--- src/rtl/i2s_mic_receiver.sv ---
// ---------------------------------------------------------------------------
// i2s_mic_receiver
//
// I2S master receiver for a MEMS microphone. Derives the bit clock (SCK) and
// word select (WS) from the board clock and deserialises one selected slot
// of MSB-first serial data into a parallel sample with a one-cycle strobe.
//
// Ports:
//   clk          in   board clock (25 MHz)
//   rst          in   asynchronous, active-high reset
//   i2s_sck      out  I2S bit clock to the microphone
//   i2s_ws       out  I2S word select (0 = left slot, 1 = right slot)
//   i2s_sd       in   I2S serial data from the microphone
//   sample_out   out  last complete sample, two's complement
//   sample_valid out  one-clk pulse when sample_out updates
// ---------------------------------------------------------------------------
module i2s_mic_receiver #(
    parameter int CLK_DIV     = 6,
    parameter int SAMPLE_BITS = 16,
    parameter int CHANNEL     = 0
) (
    input  logic                   clk,
    input  logic                   rst,
    output logic                   i2s_sck,
    output logic                   i2s_ws,
    input  logic                   i2s_sd,
    output logic [SAMPLE_BITS-1:0] sample_out,
    output logic                   sample_valid
);

    localparam int               DIV_W    = (CLK_DIV > 1) ? $clog2(CLK_DIV) : 1;
    localparam logic [DIV_W-1:0] DIV_LAST = DIV_W'(CLK_DIV - 1);
    localparam logic [4:0]       LAST_POS = 5'(SAMPLE_BITS);
    localparam logic             SLOT_SEL = 1'(CHANNEL);

    // State
    logic [DIV_W-1:0]       div_r;
    logic                   sck_r;
    logic [5:0]             bit_cnt_r;
    logic [SAMPLE_BITS-1:0] shift_r;
    logic                   done_r;
    logic [SAMPLE_BITS-1:0] sample_r;
    logic                   valid_r;

    // Decoded events
    logic                   tick_s;
    logic                   rise_s;
    logic                   fall_s;
    logic [4:0]             pos_s;
    logic                   in_slot_s;
    logic                   capture_s;
    logic                   last_s;
    // One bit wider than the sample so the shift works even for 1-bit samples
    logic [SAMPLE_BITS:0]   shifted_s;

    // Decode SCK edge events and the slot position of the current bit
    always_comb begin
        tick_s    = (div_r == DIV_LAST);
        rise_s    = tick_s && !sck_r;
        fall_s    = tick_s && sck_r;
        pos_s     = bit_cnt_r[4:0];
        in_slot_s = (bit_cnt_r[5] == SLOT_SEL);
        // Position 0 is the trailing LSB slot of the previous word (standard
        // I2S one-bit delay); positions past SAMPLE_BITS are discarded.
        capture_s = rise_s && in_slot_s && (pos_s >= 5'd1) && (pos_s <= LAST_POS);
        last_s    = rise_s && in_slot_s && (pos_s == LAST_POS);
        shifted_s = {shift_r, i2s_sd};
    end

    // Clock divider: wraps every CLK_DIV cycles
    always_ff @(posedge clk or posedge rst) begin
        if (rst) begin
            div_r <= {DIV_W{1'b0}};
        end else if (tick_s) begin
            div_r <= {DIV_W{1'b0}};
        end else begin
            div_r <= div_r + DIV_W'(1);
        end
    end

    // SCK generation: toggle on every divider wrap
    always_ff @(posedge clk or posedge rst) begin
        if (rst) begin
            sck_r <= 1'b0;
        end else if (tick_s) begin
            sck_r <= ~sck_r;
        end else begin
            sck_r <= sck_r;
        end
    end

    // Bit counter: advances on SCK falls so WS changes with a falling edge
    always_ff @(posedge clk or posedge rst) begin
        if (rst) begin
            bit_cnt_r <= 6'd0;
        end else if (fall_s) begin
            bit_cnt_r <= bit_cnt_r + 6'd1;
        end else begin
            bit_cnt_r <= bit_cnt_r;
        end
    end

    // Shift register: SD sampled directly on SCK rise (mic launches on fall)
    always_ff @(posedge clk or posedge rst) begin
        if (rst) begin
            shift_r <= {SAMPLE_BITS{1'b0}};
        end else if (capture_s) begin
            shift_r <= shifted_s[SAMPLE_BITS-1:0];
        end else begin
            shift_r <= shift_r;
        end
    end

    // Completion flag: set for the cycle after the last captured bit
    always_ff @(posedge clk or posedge rst) begin
        if (rst) begin
            done_r <= 1'b0;
        end else begin
            done_r <= last_s;
        end
    end

    // Output register and strobe: publish the full word once per frame
    always_ff @(posedge clk or posedge rst) begin
        if (rst) begin
            sample_r <= {SAMPLE_BITS{1'b0}};
            valid_r  <= 1'b0;
        end else if (done_r) begin
            sample_r <= shift_r;
            valid_r  <= 1'b1;
        end else begin
            sample_r <= sample_r;
            valid_r  <= 1'b0;
        end
    end

    assign i2s_sck      = sck_r;
    assign i2s_ws       = bit_cnt_r[5];
    assign sample_out   = sample_r;
    assign sample_valid = valid_r;

endmodule

--- config.mk ---
export PLATFORM = sky130hd
export DESIGN_NAME = i2s_mic_receiver
export DESIGN_NICKNAME = d
export VERILOG_FILES = /design/src/rtl/i2s_mic_receiver.sv
export SDC_FILE = /design/constraint.sdc
export NUM_CORES = 1
export LEC_CHECK = 0
export ABC_CLOCK_PERIOD_IN_PS = 5010
export BUFFER_PORTS_ARGS = -buffer_cell sky130_fd_sc_hd__buf_2
export CORE_UTILIZATION = 60
export DETAILED_ROUTE_END_ITERATION = 12
export GPL_ROUTABILITY_DRIVEN = 0
export PLACE_DENSITY = 0.81
export SLEW_MARGIN = 25
export SYNTH_ARGS = -nofsm -noshare
export SYNTH_HDL_FRONTEND = slang
export SYNTH_SLANG_ARGS = --single-unit
--- constraint.sdc ---
create_clock -name clk -period 5.01 [get_ports clk]
set_input_delay 0.2505 -clock clk [delete_from_list [all_inputs] [get_ports clk]]
set_output_delay 0.2505 -clock clk [all_outputs]
set_load 0.005 [all_outputs]
==> flow_metrics.py, run 1 <==
metrics = {
    "power_and_ir_drop": {
        "vdd_ir_drop_max_mv": 0.199,
        "p_leak_nw": 1.13,
        "powerDensity_nw_per_um2": 248,
        "power.total_mw": 0.594,
    },
    "clock_tree": {
        "root_buffer": "clkbuf_8",
        "clock_sinks": 44,
        "cts_resized": 0,
        "cts_setup_buffers": 0,
        "cts_buffers": 5,
        "htreeDepth": 2,
        "cts_tree": "built",
        "insertion_delay_ps": 300,
        "cts_hold_buf": 0,
        "clk_pin_slew_ps": 80,
        "cts_max_path_buffers": 2,
    },
    "die": {
        "die_w_um": 63.5,
        "rows": 21,
        "die_y_um": 63.5,
        "io_pins": 22,
        "die-area_sq_um": 4030,
        "core_area_sq_um": 3470,
        "start_util_pct": 65.4,
    },
    "routing": {
        "ant_nets": 0,
        "vias_per_cell": 6.48,
        "wirelength_um": 4360,
        "dr_total_vias": 1640,
        "wl_per_cell_um": 17.2,
        "drt_iter0_markers": 118,
        "remaining_drc_errors": 0,
        "drt_pre_antenna_iters": 4,
    },
    "cells_and_area": {
        "syn2layout_area_growth_pct": 5.79,
        "layout.nets": 212,
        "drive_above_1_share_pct": 34.3,
        "diodes": 0,
        "final_common_cell": "dfrtp_1",
        "fillers": 264,
        "layout_common_cells": "44 x dfrtp_1, 24 x o21ai_0, 21 x buf_2",
        "ff_latch_area_sq_um": 1100,
        "multi_input_area_sq_um": 1000,
    },
    "synth": {
        "synth_top_area_share_pct": 48.6,
        "synth_area_per_cell_sq_um": 11.7,
        "synth_cell_types": 34,
        "synthTopCellsByArea": "dfrtp_1 49%, mux2_2 7.9%, a32oi_1 6.2%",
        "yosys_warnings": 0,
        "synth_nets": 199,
        "synthCells": 193,
        "netlist_area_sq_um": 2270,
        "ys_ff_latch": 44,
        "ys_seq_area_share_pct": 48.6,
        "yosys.area.top_type": "dfrtp_1",
    },
    "critical_path": {
        "worstPathCellList": "inv_1, ha_1, or3b_1, a211o_4, o211ai_1",
        "r2r_slack_ps": 2800,
        "crit_cells": 5,
        "path_class": "flip-flop to flip-flop",
        "reg2regPathDepth": 5,
        "cp_top_family": "compound AO/OA/AOI/OAI gates",
        "cp.buffers_inverters": 1,
        "start_kind": "flip-flop",
        "critPathMaxFanout": 18,
        "cp.arrival_ps": 2420,
        "critical-path-slowest-cell": "or3b_1",
        "critPathMaxStageDelay_ps": 630,
        "cp-end-kind": "flip-flop",
        "cp.required_ps": 5220,
    },
    "grt": {
        "grt_use_total_pct": 23.9,
        "antenna_found_initial": 0,
        "overflow": 0,
        "grt_max_degree": 45,
        "grt_pass1_wl_um": 7400,
        "grt_pass1_vias": 1565,
    },
    "timing": {
        "timing.final.crit_share_pct": 44.1,
        "fin_skew_ps": 6.81,
        "slew_viol_final": 0,
        "post-route-min-period_ps": 2210,
        "fmax_mhz": 453,
        "setup-violations-final": 0,
        "slew_headroom_pct": 28.3,
        "timing.final.hold_violations": 0,
        "hold_slack_ps": 81.1,
        "worst_slack_ps": 2800,
        "fin_setup_tns_ps": 0,
        "rsz0062_at_grt": "no",
        "worst_pin_slew_ps": 1070,
    },
    "placement": {
        "numPortBuffers": 21,
        "dp_slack_ps": 2840,
        "dp_hpwl_um": 2670,
    },
    "status": {
        "outcome": "completed",
    },
    "worst_hold_path": {
        "hp-class": "input port to async pin",
    },
    "flow_run": {
        "max_cap_violations": 0,
    },
}
[path summary, 6_finish.rpt]
kind / from / end
worst min-delay path: rst / shift_r[6]
min in group clk: i2s_sd / shift_r[0]
worst min register to register: sample_out[14] / sample_out[14]
worst max register to register: bit_cnt_r[0] / shift_r[13]
max in group asynchronous: rst / sample_out[14]
worst max-delay path: bit_cnt_r[0] / shift_r[13]
[metrics by stage]
stage,instances,instance area (sq um),utilization (%)
after floorplan,193,2270,-
after global placement,245,2310,66.5
after detailed placement,245,2310,66.5
after CTS,253,2400,69.2
after global routing,253,2400,69.2
final,253,2400,69.2
[flip-flops by register name, summed over array words and instances, names as in the netlist]
| register | cells |
|---|---|
| bit_cnt_r | 6 |
| div_r | 3 |
| done_r | 1 |
| i2s_sck | 1 |
| sample_out | 16 |
| sample_valid | 1 |
| shift_r | 16 |
[layer usage]
metal,track usage [%],share of wire [%],up-vias
li1,-,-,740
met1,30.0,43,821
met5,0,0,-
met4,11.4,2.7,0
met3,6.52,5.1,12
met2,38.0,49,67
[power breakdown]
group / internal, mW / switching, mW / leakage (nW) / total [mW]
registers: 0.356 / 0.00151 / 0.594 / 0.358
clock network: 0.110 / 0.115 / 0.0510 / 0.225
logic: 0.00267 / 0.00869 / 0.483 / 0.0114
[synthesized netlist by cell type]
master,n
a211o_4,1
a32oi_1,16
and2_1,6
and2_2,10
and3_2,1
and4b_1,1
buf_1,1
buf_6,3
buf_8,1
clkbuf_1,6
clkbuf_2,1
clkbuf_4,1
clkbuf_8,3
clkdlybuf4s25_2,1
dfrtp_1,44
ha_1,3
inv_1,6
mux2_2,16
mux2i_1,1
nand2_1,4
nand2b_1,1
nand3b_2,1
nand4_1,2
nor2_1,1
nor4_1,1
nor4_2,1
o211ai_1,6
o211ai_2,10
o21ai_0,24
o21ai_1,10
or2_1,2
or3b_1,1
or4_1,1
xnor2_1,6
[worst min-delay path, cell delays in order]
cell and delay [ps]:
buf_2 90, inv_1 40, buf_4 450
[layout make-up]
class                   instances  share of cell area [%]
well taps                      46                    2.40
inverters                       6                   0.939
clock inverters                 2                   0.417
flip-flops and latches         44                    45.9
repair buffers                 23                    5.01
multi-input cells             126                    41.9
clock buffers                   6                    3.44
[logic make-up (layout without fill, tap and decap cells)]
kind of cell | after synthesis | in the layout | share of synthesized area (%)
AO/OA/AOI/OAI | 67 | 67 | 22.0
XOR/XNOR | 6 | 6 | 2.32
adder cells (fa/ha/maj) | 3 | 3 | 1.66
buffers and inverters | 23 | 37 | 7.12
flip-flops | 44 | 44 | 48.6
multiplexers | 17 | 17 | 8.39
AND/OR/NAND/NOR | 33 | 33 | 9.99
(Power assumes the default switching activity.)
==> run 2, diff against run 1 <==
ABC_AREA = 1   (was unset)
ABC_CLOCK_PERIOD_IN_PS = 2200   (was 5010)
CORE_UTILIZATION = 56   (was 60)
PLACE_DENSITY = 0.77   (was 0.81)
clock period = 2.2 ns   (was 5.01 ns; I/O delays follow)
==> flow_metrics.py, run 2 <==
metrics = {
    "timing": {
        "slew_headroom_pct": 56.9,
        "slew_viol_final": 0,
        "timing.final.hold_violations": 0,
        "post-route-min-period_ps": 1700,
        "worst_slack_ps": 496,
        "rsz0062_at_grt": "no",
        "fin_skew_ps": 13.3,
        "timing.final.crit_share_pct": 77.4,
        "fin_setup_tns_ps": 0,
        "worst_pin_slew_ps": 646,
        "setup-violations-final": 0,
        "fmax_mhz": 587,
    },
    "routing": {
        "drt_iter0_markers": 49,
        "drt_pre_antenna_iters": 4,
        "dr_total_vias": 1268,
        "wirelength_um": 3110,
        "ant_nets": 0,
        "wl_per_cell_um": 12.7,
        "remaining_drc_errors": 0,
        "vias_per_cell": 5.20,
    },
    "die": {
        "core_area_sq_um": 3100,
        "die_w_um": 59.9,
        "start_util_pct": 60.4,
        "rows": 20,
        "die_y_um": 59.9,
        "io_pins": 22,
        "die-area_sq_um": 3580,
    },
    "cells_and_area": {
        "syn2layout_area_growth_pct": 11.6,
        "fillers": 254,
        "drive_above_1_share_pct": 25.5,
        "stdcell_count": 244,
        "fin_util_pct": 67.4,
        "final_common_cell": "nand2_1",
        "diodes": 0,
        "layout_common_cells": "50 x nand2_1, 44 x dfrtp_1, 21 x buf_2",
        "layout.nets": 205,
        "finish.instance_area_sq_um": 2090,
    },
    "synth": {
        "yosysMostFrequentCell": "nand2_1",
        "synthCells": 175,
        "synth_edf_count": 0,
        "ys_ff_latch": 44,
        "synthTopCellsByArea": "dfrtp_1 59%, nand2_1 10%, mux2_2 9.6%",
        "synth_top_area_share_pct": 58.7,
        "synth_cell_types": 20,
        "synth_flop_cell": "dfrtp_1",
        "synth_nets": 181,
        "yosys_warnings": 0,
        "netlist_area_sq_um": 1870,
        "synth_commonest_cells": "50 x nand2_1, 44 x dfrtp_1, 16 x mux2_2, 16 x nand4_1, 12 x inv_1",
        "yosys.area.top_type": "dfrtp_1",
        "synth_area_per_cell_sq_um": 10.7,
        "synthArstFlopShare_pct": 100,
        "ys_seq_area_share_pct": 58.7,
    },
    "clock_tree": {
        "htreeDepth": 2,
        "cts_resized": 0,
        "cts_buffers": 5,
        "insertion_delay_ps": 350,
        "cts_max_path_buffers": 2,
        "clk_pin_slew_ps": 120,
        "cts_setup_buffers": 0,
        "clock_sinks": 44,
        "cts_hold_buf": 1,
        "cts_tree": "built",
        "root_buffer": "clkbuf_4",
    },
    "flow_run": {
        "max_cap_violations": 0,
    },
    "grt": {
        "grt_pass1_wl_um": 5310,
        "grt_max_degree": 45,
        "overflow": 0,
        "grt_pass1_vias": 1199,
        "grt_use_total_pct": 20.4,
        "antenna_found_initial": 0,
    },
    "worst_hold_path": {
        "worstHoldStart": "i2s_sd",
        "min_to": "shift_r[0]",
        "hp-class": "input port to flip-flop",
        "hold_path_depth": 3,
    },
    "power_and_ir_drop": {
        "p_leak_nw": 1.13,
        "vdd_ir_drop_max_mv": 0.368,
        "powerDensity_nw_per_um2": 630,
    },
    "critical_path": {
        "start_kind": "flip-flop",
        "cp-end-kind": "flip-flop",
        "critPathMaxFanout": 17,
        "path_class": "flip-flop to flip-flop",
        "cp.required_ps": 2480,
        "reg2regPathDepth": 7,
        "r2r_slack_ps": 500,
        "rr_endpoint": "shift_r[10]",
        "worstReg2RegStart": "bit_cnt_r[1]",
        "cp.arrival_ps": 1990,
    },
    "placement": {
        "dp_slack_ps": 551,
        "dp_hpwl_um": 2100,
        "dp.cells": 235,
        "dpl-instance-area_sq_um": 2010,
        "numPortBuffers": 21,
    },
    "status": {
        "outcome": "completed",
    },
}
## run 2: cell types whose count changed in the layout (fill, tap and decap cells not counted), sizes merged, moves of 2 or more
cell | before | now
or2 | 2 | 0
o21ai | 34 | 4
inv | 6 | 12
nand4 | 2 | 16
xnor2 | 6 | 1
xor2 | 0 | 2
nand2 | 4 | 51
o211ai | 16 | 0
and2 | 16 | 0
nor2 | 1 | 11
a32oi | 16 | 0
nand3 | 0 | 7
## run 2: power by group
part | switching, mW | internal [mW] | leakage (nW)
clock network | 0.245 | 0.238 | 0.0422
logic | 0.0164 | 0.00495 | 0.491
registers | 0.00250 | 0.811 | 0.594
total | 0.264 | 1.05 | 1.13
## run 2: cell type report
class / instances / area [sq um] / area share (%)
clock inverter: 2 / 35.0 / 1.67
tap: 44 / 55.1 / 2.63
inverter: 12 / 45.0 / 2.15
clock buffer: 6 / 41.3 / 1.97
multi-input combinational: 113 / 692 / 33.1
sequential: 44 / 1100 / 52.6
timing repair buffer: 23 / 123 / 5.86
## run 2: worst max path at each step
stage                            start     endpoint  slack (ps)  depth (start not counted)
after detailed placement  bit_cnt_r[1]  shift_r[10]         550                          7
after floorplan           bit_cnt_r[0]   shift_r[0]         860                          6
after global placement    bit_cnt_r[1]  shift_r[13]         660                          7
after global routing      bit_cnt_r[1]  shift_r[10]         330                          7
final                     bit_cnt_r[1]  shift_r[10]         500                          7
after CTS                 bit_cnt_r[1]  shift_r[10]         500                          7
## run 2: stage by stage
step                      hold slack [ps]  total power [mW]
after floorplan                       258             0.842
after global placement                264             0.850
after detailed placement              271             0.851
after CTS                            2.60              1.33
after global routing                 1.30              1.37
final                                14.9              1.32
## run 2: routing by layer
metal / vias to the layer above / part of all wire (%) / track usage, %
met5: - / 0 / 0
met4: 0 / 2.1 / 7.97
met3: 7 / 3.5 / 5.84
met2: 32 / 48 / 33.5
met1: 602 / 46 / 25.4
li1: 627 / - / -
## run 2: critical path: stages, from the launching register on
cell and delay [ps]:
dfrtp_1 440, inv_1 100, ha_1 190, nor2_1 110, nand3_2 320, nand3_4 320
nand2_1 80, nand2_1 80
## run 2: cells by family after synthesis
kind of cell    Yosys count  synth area share, %
flops                    44                 58.7
fa+ha+maj                 3                 2.00
mux                      16                 9.61
simple gates             87                 22.8
buf+inv                  18                 4.34
compound gates            4                 1.07
xor+xnor                  3                 1.40
